$ cat src/rtl/id_ex_stage.sv
// ID/EX pipeline register with load-use hazard detection, one-cycle stall FSM,
// flush-driven bubble insertion and a saturating bubble counter.
module id_ex_stage (
    input  logic        clk,
    input  logic        rst_n,
    input  logic [12:0] ID_ctrl,
    input  logic [3:0]  ID_ALU_op,
    input  logic [4:0]  ID_rs1,
    input  logic [4:0]  ID_rs2,
    input  logic [4:0]  ID_rd,
    input  logic [31:0] ID_rs1_data,
    input  logic [31:0] ID_rs2_data,
    input  logic [31:0] ID_PC,
    input  logic [31:0] ID_imm,
    input  logic        EX_flush,
    output logic [12:0] EX_ctrl,
    output logic [3:0]  EX_ALU_op,
    output logic [4:0]  EX_rd,
    output logic [31:0] EX_rs1_data,
    output logic [31:0] EX_rs2_data,
    output logic [31:0] EX_PC,
    output logic [31:0] EX_imm,
    output logic        EX_valid,
    output logic        hazard_stall,
    output logic [7:0]  bubble_count,
    output logic        dbg_state
);

    typedef enum logic {
        RUN   = 1'b0,
        STALL = 1'b1
    } state_t;

    localparam int LOAD_BIT = 12;

    state_t state, state_next;
    logic   uses_rs2;
    logic   load_use;
    logic   id_nop;
    logic   insert_bubble;

    // Shift-immediate encodings 001/011 carry no rs2 operand.
    assign uses_rs2 = !((ID_ctrl[2:0] == 3'b001) || (ID_ctrl[2:0] == 3'b011));
    assign load_use = EX_valid && EX_ctrl[LOAD_BIT] && (EX_rd != 5'd0) &&
                      ((EX_rd == ID_rs1) || (uses_rs2 && (EX_rd == ID_rs2)));
    assign id_nop   = (ID_ctrl == 13'd0) && (ID_ALU_op == 4'd0);
    assign dbg_state = state;

    always_comb begin
        state_next    = state;
        hazard_stall  = 1'b0;
        insert_bubble = 1'b0;
        case (state)
            RUN: begin
                if (EX_flush) begin
                    insert_bubble = 1'b1;
                end else if (rst_n && load_use) begin
                    hazard_stall  = 1'b1;
                    insert_bubble = 1'b1;
                    state_next    = STALL;
                end
            end
            STALL: begin
                // ID was frozen for one cycle; replay it unless a flush kills it.
                if (EX_flush) insert_bubble = 1'b1;
                state_next = RUN;
            end
            default: state_next = RUN;
        endcase
    end

    always_ff @(posedge clk or negedge rst_n) begin
        if (!rst_n) state <= RUN;
        else        state <= state_next;
    end

    always_ff @(posedge clk or negedge rst_n) begin
        if (!rst_n) begin
            EX_ctrl      <= 13'd0;
            EX_ALU_op    <= 4'd0;
            EX_rd        <= 5'd0;
            EX_rs1_data  <= 32'd0;
            EX_rs2_data  <= 32'd0;
            EX_PC        <= 32'd0;
            EX_imm       <= 32'd0;
            EX_valid     <= 1'b0;
            bubble_count <= 8'd0;
        end else if (insert_bubble) begin
            // Bubble clears control only; data fields keep their old values.
            EX_ctrl   <= 13'd0;
            EX_ALU_op <= 4'd0;
            EX_rd     <= 5'd0;
            EX_valid  <= 1'b0;
            if (bubble_count != 8'hFF) bubble_count <= bubble_count + 8'd1;
        end else begin
            EX_ctrl     <= ID_ctrl;
            EX_ALU_op   <= ID_ALU_op;
            EX_rd       <= ID_rd;
            EX_rs1_data <= ID_rs1_data;
            EX_rs2_data <= ID_rs2_data;
            EX_PC       <= ID_PC;
            EX_imm      <= ID_imm;
            EX_valid    <= !id_nop;
        end
    end

endmodule

$ cat config.mk
export PLATFORM = sky130hd
export DESIGN_NAME = id_ex_stage
export DESIGN_NICKNAME = d
export VERILOG_FILES = /design/src/rtl/id_ex_stage.sv
export SDC_FILE = /design/constraint.sdc
export NUM_CORES = 1
export LEC_CHECK = 0
export ABC_AREA = 1
export CORE_ASPECT_RATIO = 0.9
export CORE_MARGIN = 5
export CORE_UTILIZATION = 37
export CTS_CLUSTER_DIAMETER = 150
export DETAILED_ROUTE_END_ITERATION = 12
export GPL_TIMING_DRIVEN = 1
export HOLD_SLACK_MARGIN = 0.02
export PLACE_DENSITY = 0.83
export SLEW_MARGIN = 20
export SYNTH_ARGS = -nofsm -noshare
export SYNTH_HDL_FRONTEND = slang
export SYNTH_SLANG_ARGS = --single-unit
$ cat constraint.sdc
create_clock -name clk -period 1.42 [get_ports clk]
set_clock_uncertainty 0.05 [all_clocks]
set_input_delay 0.284 -clock clk [delete_from_list [all_inputs] [get_ports clk]]
set_output_delay 0.284 -clock clk [all_outputs]
set_load 0.03 [all_outputs]
==> impl.org, run 1 <==
** Placed design
- Post-placement cell count :: 1296
- Final HPWL from detailed placement :: 15500 um
- Final weighted congestion of routability-driven global placement :: 0.806
- In this run the tool buffered the top-level ports with 323 buffer cells.

** STA
- The count of pins over their slew limit came to 0.
- Minimum clock period :: 1960 ps
- Final Hold Viols :: 0
- Min setup slack post-route :: -544 ps
- Setup repair after global routing could not meet its margin everywhere.
- Headroom to the max-slew limit :: 51.9%
- Setup violations remaining at the end of the flow were counted as 161.
- The tightest hold path in the finished design has a slack of 241 ps.
- At the pin with the least slew margin, the transition time is 714 ps.
- Timing would allow up to 509 MHz.
- The final critical path takes up 138% of the cycle.

** Floorplan
- Initial cell density of the core :: 37.4%
- 324 I/O pins were placed.
- Overall die area :: 20500 um2
- The core region is 17500 um2.
- Vertical die dimension :: 136 um
- The floorplan step set the die width to 150 um.
- Standard-cell rows :: 46

** Synth
- The most used flip-flop cell after synthesis is dfrtp_1.
- Synthesized netlist net count :: 907
- Number of flops mapped to enable cells by yosys :: 0
- Part of the Yosys area used for sequential elements :: 61.1%
- nand2_1 is the most common cell in the netlist.
- Most common library cells after synthesis :: 303 x nand2_1, 160 x dfrtp_1, 140 x nand3_1, 36 x inv_1, 34 x nor2_1
- Synthesis produced 743 cells.
- For this run, asynchronously set or reset flops after synthesis account for 100%.
- Summed over all instances, the cell type with the most area after synthesis is dfrtp_1.
- Flip-flop and latch count after synthesis :: 160
- Ranked by total cell area, the synthesized netlist is headed by dfrtp_1 61%, nand2_1 17%, nand3_1 11%, inv_1 2.1%, nor2_1 1.9%.
- Warning count from the yosys run :: 0
- Cell area after synthesis :: 6550 um2
- Syn avg cell area :: 8.81 um2
- Counting distinct cell types in the post-synthesis netlist gives 20.
- Share of the synthesized area in the top cell type :: 61.1%

** Power
- Power Density :: 1100 nW/um2
- Peak supply drop :: 0.000753 V
- Leakage Power :: 6.47 nW

** Clock tree
- The tree built by TritonCTS fans out to 160 sinks.
- Clock-pin slew was measured on the worst setup and hold paths at 70 ps.
- Clock Path Buffers :: 2
- TritonCTS buffer count :: 17
- TritonCTS built the clock tree.
- In this run the number of H-tree levels came out at 4.
- Cell at the root of the clock tree :: clkbuf_16
- The later pin in the worst-skew pair is clocked with a latency of 420 ps.

** Routing
- After the first detailed-routing iteration, the DRC count stood at 437.
- Detailed Route WL :: 27600 um
- Mean routed wirelength per cell :: 19.9 um
- DRT Pass-1 Iters :: 5
- Number of vias in the routed layout :: 6975
- Dividing the detail-routed via count by the number of cells gives 5.03.
- The detail route stage leaves a number of antenna-violating nets equal to 0.
- After detailed routing, the number of remaining DRC violations is 0.

** Global route
- For this run, the total global-route usage over all layers was measured as 21.3%.
- The number of global-route vias before repair is 6277.
- Global-route wire length before repair :: 34100 um
- Global routing used 6.30% of the available met3 tracks.
- The number of antenna violations at the first check in global routing is 0.
- Entering global routing, the biggest net connects 99 pins.
- Global routing used 35.7% of the available met2 tracks.
- Most used routing layer :: met2
- For this run the aggregate overflow at the end of global routing stands at 0.
- Met1 demand-to-capacity share in global routing :: 26.2%

** Setup path
- For the worst setup path, the data required time is 1090 ps.
- Among the stages of the critical path, the cell type that occurs most often is nand2_1.
- The worst setup path is launched from a register.
- Largest stage delay on the critical path :: 410 ps
- Reg-to-Reg End :: bubble_count[4]$_DFFE_PN0P_
- Across all register-to-register paths, the minimum setup slack is -530 ps.
- Worst r2r src :: EX_rd[2]$_DFF_PN0_
- Slowest stage cell on the critical path :: dfrtp_2
- Category of the most critical setup path :: reg2out
- The kind of cell with the highest combined delay along the critical path is simple AND/OR/NAND/NOR gates.
- CP Max Fanout :: 4
- Crit. End Element :: primary output
- Depth of the worst register-to-register path :: 14
- Walking the worst path, the cells encountered are inv_2, nand2_1, nand2_1, nor2_2, nand3_2, nand2_2, nand2_4, nor2_4, buf_6.
- Data on the critical path arrives at its endpoint at 1630 ps.
- Buffers and inverters on the worst path :: 2

** Finish
- The final layout contains 1297 nets.
- # fillers :: 1165
- The repair_antennas step left the layout with diodes totalling 0.
- Filler-free cell count of the finished design :: 1386
- Relative to the synthesized area, the layout overhead comes to 94.9%.
- In the final layout, the share of cells above drive strength 1 is 46.5%.

** Min path
- Classification of the worst-slack hold path :: in2reg
- Number of cells traversed by the worst hold path :: 5
- The path with the worst hold slack has its endpoint at dbg_state$_DFF_PN0_.
- In this run the most critical hold path is launched from rst_n.

** Run status
- The flow ran to the end, but the final reports show violations.
- Failing checks :: setup timing

** Job
- Across the run, the number of max-cap violations was 0.
metal layers:
| layer | wire length (um) | part of all wire, % |
|---|---|---|
| met1 | 10300 | 38 |
| met2 | 14300 | 52 |
| met3 | 2190 | 7.9 |
| met4 | 728 | 2.6 |
| met5 | 0 | 0 |
state kept, by name, indices dropped and copies added, names as in the netlist:
signal and flops:
EX_ALU_op 4, EX_imm 32, EX_rd 5, EX_rs1_data 32, dbg_state 1, bubble_count 8
EX_rs2_data 32, EX_ctrl 13, EX_valid 1, EX_PC 32
metrics by stage:
stage / total power, mW / util [%] / setup TNS, ps / area [um2] / worst slack, ps
final: 14.1 / 73.0 / -65330 / 12800 / -544
after global routing: 14.6 / 73.0 / -79800 / 12800 / -650
after CTS: 13.4 / 61.8 / -67500 / 10800 / -521
after detailed placement: 8.94 / 60.4 / -92670 / 10600 / -649
after global placement: 8.86 / 60.4 / -86050 / 10600 / -595
after floorplan: 6.87 / - / -14380 / 6610 / -182
repair_timing:
item	in CTS	in global routing
gates resized for setup	579	370
buffers inserted	4	26
setup endpoints to repair	287	185
pin swaps	7	80
gates cloned	2	27
hold endpoints to repair	62	0
hold buffers	1	0
final cells by class:
cell class	count	area (um2)	share of cell area, %
clock inverters	11	130	1.02
repair buffers	416	4510	35.4
clock buffers	21	450	3.53
well taps	240	300	2.35
multi-input cells	497	3190	25.0
inverters	41	156	1.23
flip-flops and latches	160	4020	31.5
layout by cell type, fill, tap and decap left out, types with 2 or more instances in the layout:
cell type / instances
nand3_2: 64
inv_1: 34
buf_8: 10
clkinv_2: 2
nor2_4: 25
buf_6: 18
xor2_1: 4
nor2_2: 3
bufinv_16: 2
nand3_1: 72
nor4_1: 2
nor2_1: 6
nand2_8: 2
nand2_1: 174
buf_4: 32
nand4_1: 5
dfrtp_2: 13
buf_12: 53
nand2_2: 101
clkbuf_16: 38
dfrtp_1: 147
clkbuf_1: 3
nand3_4: 5
clkbuf_4: 9
xnor2_1: 3
clkinvlp_4: 3
inv_2: 6
buf_2: 106
inv_6: 3
nand2_4: 28
clkdlybuf4s50_1: 161
buf_16: 4
worst max-delay path by stage:
stage / from / endpoint / depth (start not counted)
5_1_grt: EX_rd[0]$_DFF_PN0_ / bubble_count[4]$_DFFE_PN0P_ / 14
2_1_floorplan: EX_rd[0]$_DFF_PN0_ / hazard_stall / 9
3_5_place_dp: ID_rs2[0] / bubble_count[3]$_DFFE_PN0P_ / 13
6_report: EX_rd[2]$_DFF_PN0_ / hazard_stall / 9
3_3_place_gp: ID_rs2[0] / bubble_count[6]$_DFFE_PN0P_ / 13
4_1_cts: EX_rd[1]$_DFF_PN0_ / hazard_stall / 9
power breakdown:
part	total, mW	switching (mW)	internal, mW
Clock	4.62	1.95	2.66
Sequential	5.38	0.381	5.00
Combinational	4.07	2.17	1.90
worst min-delay path: cells and delay by family:
kind / cells / cell delay, ps
buffers and inverters: 2 / 160
and+or+nand+nor: 3 / 220
kinds of logic (layout without fill, tap and decap cells):
| group | count (synthesis) | after routing | synth area share [%] |
|---|---|---|---|
| simple gates | 488 | 488 | 31.1 |
| flops | 160 | 160 | 61.1 |
| buf+inv | 86 | 489 | 6.53 |
| xor+xnor | 7 | 7 | 0.936 |
| fa+ha+maj | 1 | 1 | 0.191 |
| compound gates | 1 | 1 | 0.0764 |
Power figures use the tool's default switching activity.
==> run 2: changes to the inputs <==
- PLACE_DENSITY: 0.83 -> 0.84
==> impl.org, run 2 (same netlist as run 1, synthesis figures left out) <==
** Run status
- Status :: finished, violations left (unchanged)
- Failing checks: setup timing (unchanged).

** Min path
- The type of the tightest min-delay check was in2reg (unchanged).

** Floorplan
- Overall die area :: 20500 um2 (unchanged)
- The initial cell density of the core came to 37.4% (unchanged).
- Vertical die dimension :: 136 um (unchanged)
- The number of top-level design ports is 324 (unchanged).
- Area of the core region :: 17500 um2 (unchanged)
- Standard-cell rows :: 46 (unchanged)
- The floorplan die width is 150 um (unchanged).

** STA
- Setup TNS after final layout :: -62740 ps (was -65330 ps)
- Min setup slack post-route :: -535 ps (was -544 ps)
- Worst-Margin Slew :: 503 ps (was 714 ps)
- The final hold violation count came to 0 (unchanged).
- Minimum clock period :: 1960 ps (about the same)
- Unrepaired setup endpoints after global routing: yes (unchanged).
- Setup-failing EPs final :: 161 (unchanged)
- Highest clock frequency the design can meet :: 511 MHz (was 509 MHz)
- The worst relative slew slack came to 66.4% (was 51.9%).
- The post-route fraction of the period consumed by the critical path is 138% (about the same).
- The count of pins over their slew limit came to 0 (unchanged).

** Finish
- The most common cell after layout, fill and taps aside was nand2_1 (unchanged).
- Layout Cell Area excl Fill :: 11000 um2 (was 12800 um2)
- The number of inserted filler cells in the final layout was 1448 (was 1165).
- Number of nets in the layout :: 1247 (was 1297)
- Area added between synthesis and finish :: 67.8% (was 94.9%)
- The number of inserted diodes was 0 (unchanged).
- The fraction of layout cells with a size suffix above 1 was 23.6% (was 46.5%).
- Most frequent cells in the layout :: 301 x nand2_1, 161 x clkdlybuf4s50_1, 147 x dfrtp_1, 140 x nand3_1, 95 x buf_2 (was 174 x nand2_1, 161 x clkdlybuf4s50_1, 147 x dfrtp_1, 106 x buf_2, 101 x nand2_2)
- The total area of sequential cells came to 4020 um2 (unchanged).
- The final design utilization came to 62.8% (was 73.0%).
- The area of the multi-input gates came to 2160 um2 (was 3190 um2).

** Global route
- The total global routing track utilization is 21.3% (about the same).
- Number of global-route vias before repair :: 6531 (was 6277)
- The final global-route overflow total is 0 (unchanged).
- The maximum number of pins on one net before global-route repair is 90 (was 99).
- The wire length of the first global-routing pass was 34000 um (was 34100 um).
- Initial antenna violation count :: 0 (unchanged)

** Clock tree
- CTS tree :: done (unchanged)
- Clock Path Buffers :: 2 (unchanged)
- The H-tree level count came to 4 (unchanged).
- The clock root buffer is clkbuf_16 (unchanged).
- Clock Sink Count :: 160 (unchanged)
- The number of CTS-inserted buffers is 17 (unchanged).
- Clock-pin slew on the worst setup and hold paths :: 70 ps (about the same)
- The clock latency on the worst-skew pair is 420 ps (about the same).

** Routing
- DRT Pass-1 Iters :: 5 (unchanged)
- The post-route DRC violation count was 0 (unchanged).
- The detailed-routed wire length on met2 came to 11100 um (was 14300 um).
- The routed length on met3 came to 1830 um (was 2190 um).
- Mean number of vias per cell :: 4.70 (was 5.03)
- The post-detailed-routing wire length is 22000 um (was 27600 um).
- The count of vias placed by the detailed router was 6279 (was 6975).
- The total routed wire length on the met1 layer came to 8450 um (was 10300 um).
- The post-route antenna net violation count came to 0 (unchanged).
- Number of DRC markers in iteration 0 :: 410 (was 437)
- The routed length per placed instance is 16.5 um (was 19.9 um).
- Highest signal layer in the routed design :: met4 (unchanged)

** Setup path
- The kind of launch point of the worst setup path is a register (unchanged).
- The cell seen most often among critical-path stages is nand2_1 (unchanged).
- Largest stage delay on the critical path :: 440 ps (was 410 ps)
- The required time of the critical path is 1090 ps (about the same).
- The highest fanout seen on the critical path came to 5 (was 4).
- The element type at the critical path end is a primary output (unchanged).
- Cells along the critical path: nand2_1, nand2_1, nor2_1, nand3_1, nand2_2, nand2_4, nor2_4, buf_6 (was inv_2, nand2_1, nand2_1, nor2_2, nand3_2, nand2_2, nand2_4, nor2_4, buf_6).
- The worst setup path category is reg2out (unchanged).
- The data arrival at the endpoint of the critical path is 1620 ps (was 1630 ps).
- Slowest stage cell on the critical path :: dfrtp_2 (unchanged)

** Job
- The number of max-cap violations was 0 (unchanged).

** Power
- Power Density :: 1210 nW/um2 (was 1100 nW/um2)
- Leakage Power :: 5.69 nW (was 6.47 nW)
- The overall power of the completed layout was 13.3 mW (was 14.1 mW).
- The peak ir drop on the vdd network came to 0.000767 V (was 0.000753 V).

** Placed design
- The count of input and output buffers was 323 (unchanged).
- The HPWL after detailed placement was 15900 um (was 15500 um).
- Post-Place Worst Slack :: -636 ps (was -649 ps)
- The area of placed instances came to 10600 um2 (about the same).
- Final weighted congestion of routability-driven global placement :: 0.827 (was 0.806)
run 2: changes by cell type in the layout (fill, tap and decap cells not counted), moves of 10 or more:
| cell | change |
|---|---|
| buf_2 | -11 |
| buf_4 | -11 |
| buf_8 | -10 |
| clkbuf_16 | -21 |
| clkdlybuf4s15_2 | +14 |
| nand2_1 | +127 |
| nand2_2 | -100 |
| nand2_4 | -26 |
| nand3_1 | +68 |
| nand3_2 | -64 |
| nor2_1 | +27 |
| nor2_4 | -24 |
run 2: worst paths after layout:
check                                                    to  slack [ps]  depth (start not counted)                         from
max in group asynchronous       EX_rs2_data[21]$_DFFE_PN0N_         340                          4                        rst_n
min in group asynchronous        EX_rs1_data[9]$_DFFE_PN0N_         540                          4                        rst_n
worst min register to register  EX_rs1_data[21]$_DFFE_PN0N_         420                          2  EX_rs1_data[21]$_DFFE_PN0N_
worst min-delay path                     EX_rd[0]$_DFF_PN0_         330                          3                     ID_rd[0]
worst max register to register  EX_rs1_data[11]$_DFFE_PN0N_        -490                         13           EX_rd[2]$_DFF_PN0_
worst max-delay path                           hazard_stall        -540                          8           EX_rd[1]$_DFF_PN0_
run 2: what timing repair did:
action	CTS	global route
setup endpoints to repair	282	186
pin swaps	7	4
hold endpoints to repair	71	0
buffers inserted	2	0
cloned	3	0
hold buffers	1	0
resized for setup	546	4
run 2: per-layer routing:
layer	global-route usage (%)	up-vias
li1	-	3023
met1	25.2	2920
met2	36.3	286
met3	5.97	50
met4	9.10	0
met5	0	-
run 2: report_power, final:
part,leakage (nW),switching (mW),internal [mW]
Sequential,1.96,0.313,5.00
Combinational,3.45,1.84,1.59
Clock,0.280,1.88,2.70
run 2: cell type report:
class | instances | share of cell area, %
Timing Repair Buffer | 366 | 34.2
Clock buffer | 21 | 4.19
Clock inverter | 11 | 1.20
Inverter | 41 | 1.42
Sequential cell | 160 | 36.6
Tap cell | 240 | 2.73
Multi-Input combinational cell | 497 | 19.7
run 2: critical path: cells and delay by family, from the launching register on:
family        cells  cell delay (ps)
buf+inv           1              150
flops             1              440
simple gates      7              620
run 2: through the flow:
stage / hold slack, ps / std cells
6_report: 333 / 1336
5_1_grt: 320 / 1336
2_1_floorplan: -61.6 / 743
3_3_place_gp: 403 / 1298
4_1_cts: 316 / 1336
3_5_place_dp: 408 / 1298
==> run 3: changes to the inputs <==
- GPL_TIMING_DRIVEN: 1 -> not set
==> results of run 3 <==
No change in the layout: final DEF, timing and power equal those of run 2.
